==> config.mk <==
export PLATFORM = sky130hd
export DESIGN_NAME = control_unit
export DESIGN_NICKNAME = d
export VERILOG_FILES = /design/src/rtl/control_unit.sv
export SDC_FILE = /design/constraint.sdc
export NUM_CORES = 1
export LEC_CHECK = 0
export ABC_AREA = 1
export BUFFER_PORTS_ARGS = -buffer_cell sky130_fd_sc_hd__buf_2
export CORE_ASPECT_RATIO = 0.75
export CORE_UTILIZATION = 32
export DETAILED_ROUTE_END_ITERATION = 6
export PLACE_DENSITY_LB_ADDON = 0.3
export SLEW_MARGIN = 25
export SYNTH_ARGS = -nofsm -noshare
export SYNTH_HDL_FRONTEND = slang
export SYNTH_SLANG_ARGS = --single-unit
==> constraint.sdc <==
create_clock -name Clk -period 3.3 [get_ports Clk]
set_input_delay 0.495 -clock Clk [delete_from_list [all_inputs] [get_ports Clk]]
set_output_delay 0.495 -clock Clk [all_outputs]
set_load 0.01 [all_outputs]
==> src/rtl/control_unit.sv <==
// Multi-cycle instruction sequencer: fetches 16-bit words from a synchronous
// instruction ROM, decodes them and drives data-memory, register-file and
// ALU control strobes for NOOP / STORE / LOAD / ADD / SUB / HALT.
//
//   state   | meaning
//   --------+---------------------------------------------------------------
//   Init    | post-reset idle cycle, PC already at 0 so ROM[0] is on Instr_In
//   Fetch   | capture Instr_In into IR, advance PC
//   Decode  | select execute state from IR opcode (unknown opcodes -> NoOp)
//   NoOp    | no strobes, back to Fetch
//   Load_A  | present memory address, wait out the memory read latency
//   Load_B  | write memory data into the register file
//   Store   | one-cycle data-memory write of register Ra
//   Add     | Rw <= Ra + Rb
//   Sub     | Rw <= Ra - Rb
//   Halt    | terminal; PC and IR frozen until reset
module control_unit #(
  parameter int PC_W = 7,
  parameter int DA_W = 8
) (
  input  logic            Clk,
  input  logic            ResetN,
  input  logic [15:0]     Instr_In,
  output logic [PC_W-1:0] PC_Out,
  output logic [15:0]     IR_Out,
  output logic [3:0]      State,
  output logic [3:0]      NextState,
  output logic [DA_W-1:0] D_Addr,
  output logic            D_Wr,
  output logic            RF_s,
  output logic            RF_W_en,
  output logic [3:0]      RF_W_Addr,
  output logic [3:0]      RF_Ra_Addr,
  output logic [3:0]      RF_Rb_Addr,
  output logic [2:0]      ALU_Sel
);

  typedef enum logic [3:0] {
    ST_INIT   = 4'd0,
    ST_FETCH  = 4'd1,
    ST_DECODE = 4'd2,
    ST_NOOP   = 4'd3,
    ST_LOAD_A = 4'd4,
    ST_LOAD_B = 4'd5,
    ST_STORE  = 4'd6,
    ST_ADD    = 4'd7,
    ST_SUB    = 4'd8,
    ST_HALT   = 4'd9
  } state_t;

  localparam logic [3:0] OP_NOOP  = 4'h0;
  localparam logic [3:0] OP_STORE = 4'h1;
  localparam logic [3:0] OP_LOAD  = 4'h2;
  localparam logic [3:0] OP_ADD   = 4'h3;
  localparam logic [3:0] OP_SUB   = 4'h4;
  localparam logic [3:0] OP_HALT  = 4'h5;

  localparam logic [2:0] ALU_ADD = 3'b001;
  localparam logic [2:0] ALU_SUB = 3'b010;

  state_t          state_q, state_d;
  logic [PC_W-1:0] pc_q, pc_d;
  logic [15:0]     ir_q, ir_d;
  logic [3:0]      opcode;

  assign opcode = ir_q[15:12];

  // Next-state, PC and IR update; PC and IR only move in Fetch so the ROM
  // address is stable for the whole instruction.
  always_comb begin
    state_d = ST_INIT;
    pc_d    = pc_q;
    ir_d    = ir_q;
    case (state_q)
      ST_INIT:   state_d = ST_FETCH;
      ST_FETCH: begin
        state_d = ST_DECODE;
        ir_d    = Instr_In;
        pc_d    = pc_q + PC_W'(1);
      end
      ST_DECODE: begin
        case (opcode)
          OP_NOOP:  state_d = ST_NOOP;
          OP_STORE: state_d = ST_STORE;
          OP_LOAD:  state_d = ST_LOAD_A;
          OP_ADD:   state_d = ST_ADD;
          OP_SUB:   state_d = ST_SUB;
          OP_HALT:  state_d = ST_HALT;
          default:  state_d = ST_NOOP;
        endcase
      end
      ST_NOOP, ST_STORE, ST_LOAD_B, ST_ADD, ST_SUB: state_d = ST_FETCH;
      ST_LOAD_A: state_d = ST_LOAD_B;
      ST_HALT:   state_d = ST_HALT;
      default:   state_d = ST_INIT;
    endcase
  end

  // State, PC and IR registers with asynchronous clear.
  always_ff @(posedge Clk or negedge ResetN) begin
    if (!ResetN) begin
      state_q <= ST_INIT;
      pc_q    <= '0;
      ir_q    <= '0;
    end else begin
      state_q <= state_d;
      pc_q    <= pc_d;
      ir_q    <= ir_d;
    end
  end

  // Moore decode of strobes and addresses from the current state and IR.
  always_comb begin
    D_Addr     = '0;
    D_Wr       = 1'b0;
    RF_s       = 1'b0;
    RF_W_en    = 1'b0;
    RF_W_Addr  = 4'd0;
    RF_Ra_Addr = 4'd0;
    RF_Rb_Addr = 4'd0;
    ALU_Sel    = 3'b000;
    case (state_q)
      ST_LOAD_A: begin
        D_Addr    = DA_W'(ir_q[11:4]);
        RF_W_Addr = ir_q[3:0];
        RF_s      = 1'b1;
      end
      ST_LOAD_B: begin
        D_Addr    = DA_W'(ir_q[11:4]);
        RF_W_Addr = ir_q[3:0];
        RF_s      = 1'b1;
        RF_W_en   = 1'b1;
      end
      ST_STORE: begin
        D_Addr     = DA_W'(ir_q[7:0]);
        RF_Ra_Addr = ir_q[11:8];
        D_Wr       = 1'b1;
      end
      ST_ADD, ST_SUB: begin
        RF_Ra_Addr = ir_q[11:8];
        RF_Rb_Addr = ir_q[7:4];
        RF_W_Addr  = ir_q[3:0];
        RF_W_en    = 1'b1;
        ALU_Sel    = (state_q == ST_ADD) ? ALU_ADD : ALU_SUB;
      end
      default: ;
    endcase
  end

  assign State     = state_q;
  assign NextState = state_d;
  assign PC_Out    = pc_q;
  assign IR_Out    = ir_q;

endmodule

=== Word-level counts from Yosys, hierarchy flattened ===
Cells that the tools add are included.

* $add $sub $neg: 1
* Eq/ne operators: 14
* Muxes and demuxes: 11
* Reduce and logical (&&, ||, !) cells: 7

{| class="wikitable"
|+ Operators by type and width
! cell !! count
|-
| 4-bit one-hot mux with 5 select lines || 2
|-
| 4-bit by 3-bit equality test with 1-bit output, second input constant || 6
|-
| 4-bit by 2-bit equality test with 1-bit output, second input constant || 4
|-
| 8-bit one-hot mux with 2 select lines || 1
|-
| 4-bit two-way mux || 3
|-
| 4-bit by 1-bit equality test with 1-bit output, second input constant || 2
|-
| 4-bit equality test, second input constant || 2
|-
| 7-bit by 1-bit adder with 7-bit output, second input constant || 1
|-
| 3-bit OR reduction || 2
|-
| 6-bit OR reduction || 1
|-
| 4-bit zero test || 1
|-
| 2-bit two-way mux || 2
|-
| 2-bit OR reduction || 2
|-
| 4-bit OR reduction || 1
|-
| 1-bit two-way mux || 3
|}

* Bits in registers: 27
* Input bits: 18
* Logic and storage cells: 36

=== Longest topological paths before layout ===
Gate-level depths: netlist of run 1.

* Depth in word-level cells: 3
* Gate-level depth with buffers: 7

=== Worst setup path after synthesis of run 1 ===
OpenSTA, ideal clock, no wires.

* Path kind: register -> output
* Start point: reg state_q[1], in the netlist State[1]
* End point: out RF_Rb_Addr[0]
* Arrival time: 1.166 ns
* Required time: 2.805 ns
* Slack: 1.639 ns
* Cell stages (with the launch flop): 6
* Path buffers: 0
* Path through: dfrtp_1 > nor2_2 > nand3_1 > inv_1 > nor2_1 > nor2_1

* Longest elaborated chain between the ends: 3
* Elaborated cells between the ends (all ways): 4

{| class="wikitable"
|+ RTL lines
! element !! line !! RTL
|-
| start, declared || 61 || <nowiki>state_t state_q, state_d;</nowiki>
|-
| start signal, assigned || 106 || <nowiki>state_q <= state_d;</nowiki>
|-
| 4-bit by 3-bit equality test with 1-bit output / 4-bit equality test (equally long branches) || 122 || <nowiki>case (state_q)</nowiki>
|-
| 2-bit OR reduction (*) || -- ||
|-
| 4-bit two-way mux (*) || 122 ||
|-
| end, declared || 34 || <nowiki>output logic [3:0] RF_Rb_Addr,</nowiki>
|}

Every way passes the cells marked *; elsewhere a longest branch is shown, timed or not.

=== Final worst setup path of run 1 ===
* Start point: reg state_q[1], in the netlist State[1]
* End point: out RF_W_Addr[2]

* Longest elaborated chain between the ends: 3
* Elaborated cells between the ends (all ways): 6

{| class="wikitable"
|+ RTL lines
! element !! line !! RTL
|-
| 4-bit by 3-bit equality test with 1-bit output / 4-bit equality test (equally long branches) || 122 ||
|-
| 4-bit OR reduction (no line) (*) || -- ||
|-
| 4-bit two-way mux (*) || 122 ||
|-
| end, declared || 32 || <nowiki>output logic [3:0] RF_W_Addr,</nowiki>
|}

Marks and branches as above.

==> results of run 1 <==
sequential cells by signal (all words and copies together), names as in the netlist:
name    flops
IR_Out     16
PC_Out      7
State       4
cells in the final DEF, fill, tap and decap left out:
master    instances
nand2_1          81
buf_2            73
dfrtp_1          27
inv_1            23
nand3_1          12
nor2_1           11
o21ai_0          10
o21ai_2           7
inv_2             3
xor2_1            3
clkbuf_8          3
nand2_2           2
nor2_4            2
nand4_1           2
nor3_1            1
nor2_2            1
nand2_4           1
nand3_2           1
inv_6             1
nand3b_1          1
xnor2_1           1
ha_1              1
conb_1            1
clkbuf_1          1
logic make-up (layout without fill, tap and decap cells):
group / count (synthesis) / after routing / synth area share (%)
and+or+nand+nor: 115 / 115 / 33.22
other: 1 / 1 / 0.2527
adders and majority gates: 1 / 1 / 0.8430
AOI/OAI and AO/OA: 17 / 17 / 7.504
buffers and inverters: 31 / 104 / 10.29
xor gates and xnor gates: 4 / 4 / 2.361
DFF: 27 / 27 / 45.53
final timing paths:
path | startpoint | endpoint | slack, ns | depth (start not counted)
worst max-delay path | State[1] | RF_W_Addr[2] | 1.21 | 6
worst min-delay path | ResetN | IR_Out[1] | 0.24 | 1
worst max register to register | State[1] | IR_Out[4] | 1.94 | 5
worst min register to register | PC_Out[3] | PC_Out[3] | 0.51 | 1
max in group asynchronous | ResetN | IR_Out[7] | 2.66 | 1
min in group Clk | Instr_In[8] | IR_Out[8] | 0.42 | 3
worst max-delay path, stage by stage, from the launching register on:
cell and delay, ns:
dfrtp_1 0.47, nor2_2 0.20, nand3_1 0.17, nand3_1 0.23, nand2_1 0.08, inv_1 0.05, buf_2 0.12
metrics by stage:
step,instances,hold WS (ns),instance area [µm²],util (%),worst slack [ns]
finish,326,0.2363,1919,42.97,1.212
global placement,322,0.4969,1874,41.96,1.499
detailed placement,322,0.5039,1874,41.96,1.507
global route,326,0.2812,1919,42.97,1.035
floorplan,196,0.1994,1484,-,1.639
CTS,326,0.2529,1919,42.97,1.185
per-layer routing:
metal  track usage [%]  wire (µm)  vias to the layer above
met5                 0          0                        -
met4             1.531         13                        0
met3             4.060        208                        2
met2             22.52       1636                       36
met1             23.17       1815                      661
li1                  -          -                      744
cell type report:
type | count | area, µm²
Multi-Input combinational cell | 138 | 655.6
Timing Repair Buffer | 73 | 365.4
Clock buffer | 4 | 45.04
Tap cell | 57 | 71.32
Fill cell | 512 | 2547
Sequential cell | 27 | 675.6
Inverter | 27 | 106.4
power by group:
| group | switching (W) | internal [W] |
|---|---|---|
| clock | 0.000101 | 0.0000864 |
| combinational | 0.000631 | 0.000342 |
| sequential | 0.000155 | 0.000486 |
==> summary.md, run 1 <==
| Metric | Value |
|---|---|
| Nets | 289 |
| Post-synthesis sequential area ratio | 45.53% |
| Antenna Nets Post-Route | 0 |
| Crit Path Class | reg2out |
| Period utilization | 63.29% |
| Maximum clock rate | 478.8 MHz |
| Post-synth top cells | 81 x nand2_1, 27 x dfrtp_1, 23 x inv_1, 12 x nand3_1, 11 x nor2_1 |
| Number of max-cap violations | 0 |
| Setup-failing EPs final | 0 |
| Clk_lat worst skew | 0.27 ns |
| Worst Skew | 0.001325 ns |
| Chip width | 80.63 µm |
| Port Buf Inserts | 73 |
| Initial antenna violation count | 0 |
| Hold buffer count at cts | 0 |
| Critical Path AT | 1.59 ns |
| CTS Buffer Depth | 2 |
| Post-synth top area share | 45.53% |
| Via count | 1443 |
| RSZ-0062 raised after global routing | false |
| Syn_nets | 215 |
| Post-synth top area cell | dfrtp_1 |
| Outcome | finished with violations |
| H-tree depth | 1 |
| Crit-path max FO | 7 |
| Ys async rst share | 100.0% |
| Slew @ Worst Pin | 0.6312 ns |
| First-pass GRT wire length | 5692 µm |
| Layout cells sized above 1 | 34.94% |
| Yosys warns | 0 |
| Violated checks | design-rule violations |
| EDFF count, synth | 0 |
| Clk root buf | clkbuf_8 |
| Largest cells by area after synthesis | dfrtp_1 46%, nand2_1 20%, inv_1 5.8% |
| TritonCTS Buffers | 3 |
| Drt first pass iters | 6 |
| Global route total overflow | 0 |
| CP endpoint kind | output pin |
| Mean routed wirelength per cell | 11.27 µm |
| Final min period | 2.088 ns |
| Synthesis-stage register bit count | 27 |
| Vias per std cell | 4.426 |
| Mapped Cells | 196 |
| Setup crit start kind | flop |
| Avg Cell Area, Syn | 7.571 µm² |
| Netlist cell types | 24 |
| Final wirelength | 3673 µm |
| Most frequent cell after synthesis | nand2_1 |
| DIE AREA | 4916 µm² |
| Final Hold Viols | 0 |
| Initial Utilization | 33.22% |
| Vias in the first global route | 1154 |
| DRC | 2 |
| CORE AREA | 4467 µm² |
| Synthesis-to-layout area growth | 29.34% |
| Largest net degree at the start of global routing | 28 |
| Power, Total | 0.001800 W |
| Slew headroom | 57.92% |
| Power density cells | 938.0 nW/µm² |
| CTS tree | yes |
| GRT Total Usage | 15.32% |
| Register clock-pin slew on the reported worst setup and hold paths | 0.09 ns |
| Static Leakage | 1.203 nW |
| Die height | 60.98 µm |
| Rows | 21 |
| Final slew viol count | 0 |
| HP Class | in2async |
| DP HPWL | 2803 µm |
| DR iter-0 viols | 67 |
| Synthesized area | 1484 µm² |
| Primary FF master, synth | dfrtp_1 |
| Diode count | 0 |
| Post-route setup TNS | 0 ns |
| Critical path required time | 2.80 ns |
| RePlAce Congestion | 0.7724 |
| Post-CTS sizing | 0 |
| Post-CTS setup buffer count | 0 |
| Clock sink count | 27 |
| I/O pin count | 75 |
| Max IR drop VDD | 0.3562 mV |
(Power assumes the default switching activity.)
==> run 2, diff against run 1 <==
==> constraint.sdc (replaced) <==
create_clock -name Clk -period 2.1 [get_ports Clk]
set_input_delay 0.315 -clock Clk [delete_from_list [all_inputs] [get_ports Clk]]
set_output_delay 0.315 -clock Clk [all_outputs]
set_load 0.01 [all_outputs]
==> run 2 against run 1 <==
  * The flow still finishes with violations (design-rule violations)
  * Clock skew rose by 0.0087 ns
  * Largest power group unchanged
  * Clock power rose by 65%
  * Combinational power rose by 57%
  * Clock-buffer cell count fell by 1
  * Sequential power rose by 58%
  * Utilization rose by 0.084 points
  * Non-clock buffer count did not move
==> summary.md, run 2 (synthesis results as in run 1) <==
| Metric | Value |
|---|---|
| Drt first pass iters | 6 (unchanged) |
| Initial Utilization | 33.22% (unchanged) |
| Max IR drop VDD | 0.6251 mV (+75%) |
| Worst Skew | 0.009984 ns (+0.008659 ns) |
| CP endpoint kind | output pin |
| Mean routed wirelength per cell | 11.32 µm (+0.49%) |
| Antenna Nets Post-Route | 0 (unchanged) |
| Final min period | 1.910 ns |
| H-tree depth | 1 (unchanged) |
| Crit Path Class | reg2out |
| Chip width | 80.63 µm (unchanged) |
| Max reg flops | 16 (unchanged) |
| Global route total overflow | 0 (unchanged) |
| Initial antenna violation count | 0 (unchanged) |
| Die height | 60.98 µm (unchanged) |
| Static Leakage | 1.202 nW (about the same) |
| Vias per std cell | 4.466 (+0.90%) |
| Cell chain of the critical path | nor2_2 > nand3_1 > nand3_1 > nand2_1 > inv_1 > buf_2 |
| Number of max-cap violations | 0 (unchanged) |
| CTS Buffer Depth | 2 (unchanged) |
| Port Buf Inserts | 73 (unchanged) |
| Largest stage delay, worst path | 0.47 ns (about the same) |
| Power density cells | 1481 nW/µm² (+58%) |
| I/O pin count | 75 (unchanged) |
| Sequential cell area | 675.6 µm² (unchanged) |
| RSZ-0062 raised after global routing | false |
| Slew headroom | 57.51% (-0.42 points) |
| Crit-path max FO | 7 (unchanged) |
| Nets | 289 (unchanged) |
| Most common cell after layout, fill and taps aside | nand2_1 |
| Most frequent cells in the layout | 81 x nand2_1, 73 x buf_2, 27 x dfrtp_1 |
| Fillers | 498 (-2.7%) |
| Hold buffer count at cts | 0 (unchanged) |
| Setup crit start kind | flop |
| RePlAce Congestion | 0.7722 (about the same) |
| DR iter-0 viols | 64 (-4.5%) |
| Setup-failing EPs final | 0 (unchanged) |
| Slowest cell on crit path | dfrtp_1 |
| DRC | 2 (unchanged) |
| Most frequent CP cell | nand3_1 |
| Post-route setup TNS | 0 ns (unchanged) |
| First-pass GRT wire length | 5464 µm (-4.0%) |
| Final slew viol count | 0 (unchanged) |
| Critical path required time | 1.78 ns (-1.02 ns) |
| Final wirelength | 3691 µm (+0.49%) |
| Cell family with most CP delay | simple AND/OR/NAND/NOR gates |
| DP HPWL | 2791 µm (-0.45%) |
| Buf/Inv on CP | 2 (unchanged) |
| TritonCTS Buffers | 3 (unchanged) |
| Slew @ Worst Pin | 0.6374 ns (+0.006227 ns) |
| Synthesis-to-layout area growth | 29.59% |
| Via count | 1456 (+0.90%) |
| Largest net degree at the start of global routing | 28 (unchanged) |
| Clock sink count | 27 (unchanged) |
| Final Hold Viols | 0 (unchanged) |
| HP Class | in2async |
| Register clock-pin slew on the reported worst setup and hold paths | 0.10 ns (about the same) |
| Clk_lat worst skew | 0.28 ns (about the same) |
| Layout cells sized above 1 | 35.32% (+0.37 points) |
| Vias in the first global route | 1132 (-1.9%) |
| Maximum clock rate | 523.6 MHz |
| Violated checks | design-rule violations |
| Critical Path AT | 1.59 ns (about the same) |
| CORE AREA | 4467 µm² (unchanged) |
| Period utilization | 90.94% |
| Clk root buf | clkbuf_8 |
| Post-CTS sizing | 0 (unchanged) |
| Outcome | finished with violations |
| GRT Total Usage | 14.79% (-0.52 points) |
| DIE AREA | 4916 µm² (unchanged) |
| Post-CTS setup buffer count | 0 (unchanged) |
| Pre-CTS WS | 0.4812 ns (-1.025 ns) |
| Rows | 21 (unchanged) |
| Diode count | 0 (unchanged) |
| CTS tree | yes |
| Area of the multi-input gates | 655.6 µm² (unchanged) |
| Fin worst setup slack | 0.1903 ns (-1.021 ns) |
[run 2: cell count changes in the layout (fill, tap and decap cells not counted)]
cell / change
clkbuf_1: -1
clkinvlp_4: +1
[run 2: report_power, final]
part	switching [W]	leakage, nW	internal, W	total, W
clock	0.000173	0.0217	0.000135	0.000308
sequential	0.000249	0.336	0.000763	0.00101
combinational	0.000992	0.843	0.000537	0.00153
total	0.00141	1.20	0.00143	0.00285
[run 2: metal layers]
layer | vias up | part of all wire [%] | track usage [%]
met5 | - | 0 | 0
met4 | 0 | 0.27 | 1.531
met3 | 3 | 6.8 | 4.211
met2 | 48 | 42 | 22.28
met1 | 660 | 51 | 21.78
li1 | 745 | - | -
[run 2: worst paths after layout]
kind                            slack, ns        start  cells past startpoint      endpoint
max in group asynchronous            1.64       ResetN                      1    IR_Out[14]
worst max-delay path                 0.19     State[1]                      6  RF_W_Addr[2]
worst min register to register       0.52    PC_Out[3]                      1     PC_Out[3]
worst min-delay path                 0.04       ResetN                      1     IR_Out[2]
worst max register to register       0.73     State[1]                      5     IR_Out[4]
min in group Clk                     0.22  Instr_In[2]                      3     IR_Out[2]
[run 2: final cells by class]
class                      count  area share [%]
clock buffer                   3           2.147
clock inverter                 1          0.3904
inverter                      27           5.530
multi-input combinational    138           34.09
sequential                    27           35.13
tap                           57           3.709
timing repair buffer          73           19.00
[run 2: per-stage QoR]
step / std cells / instance area [µm²] / power, W / hold slack [ns] / util [%]
after floorplan: 196 / 1484 / 0.002092 / 0.01941 / -
after global placement: 322 / 1874 / 0.002544 / 0.3694 / 41.96
after detailed placement: 322 / 1874 / 0.002567 / 0.3758 / 41.96
after CTS: 326 / 1923 / 0.002884 / 0.05785 / 43.05
after global routing: 326 / 1923 / 0.003109 / 0.08079 / 43.05
final: 326 / 1923 / 0.002848 / 0.04322 / 43.05
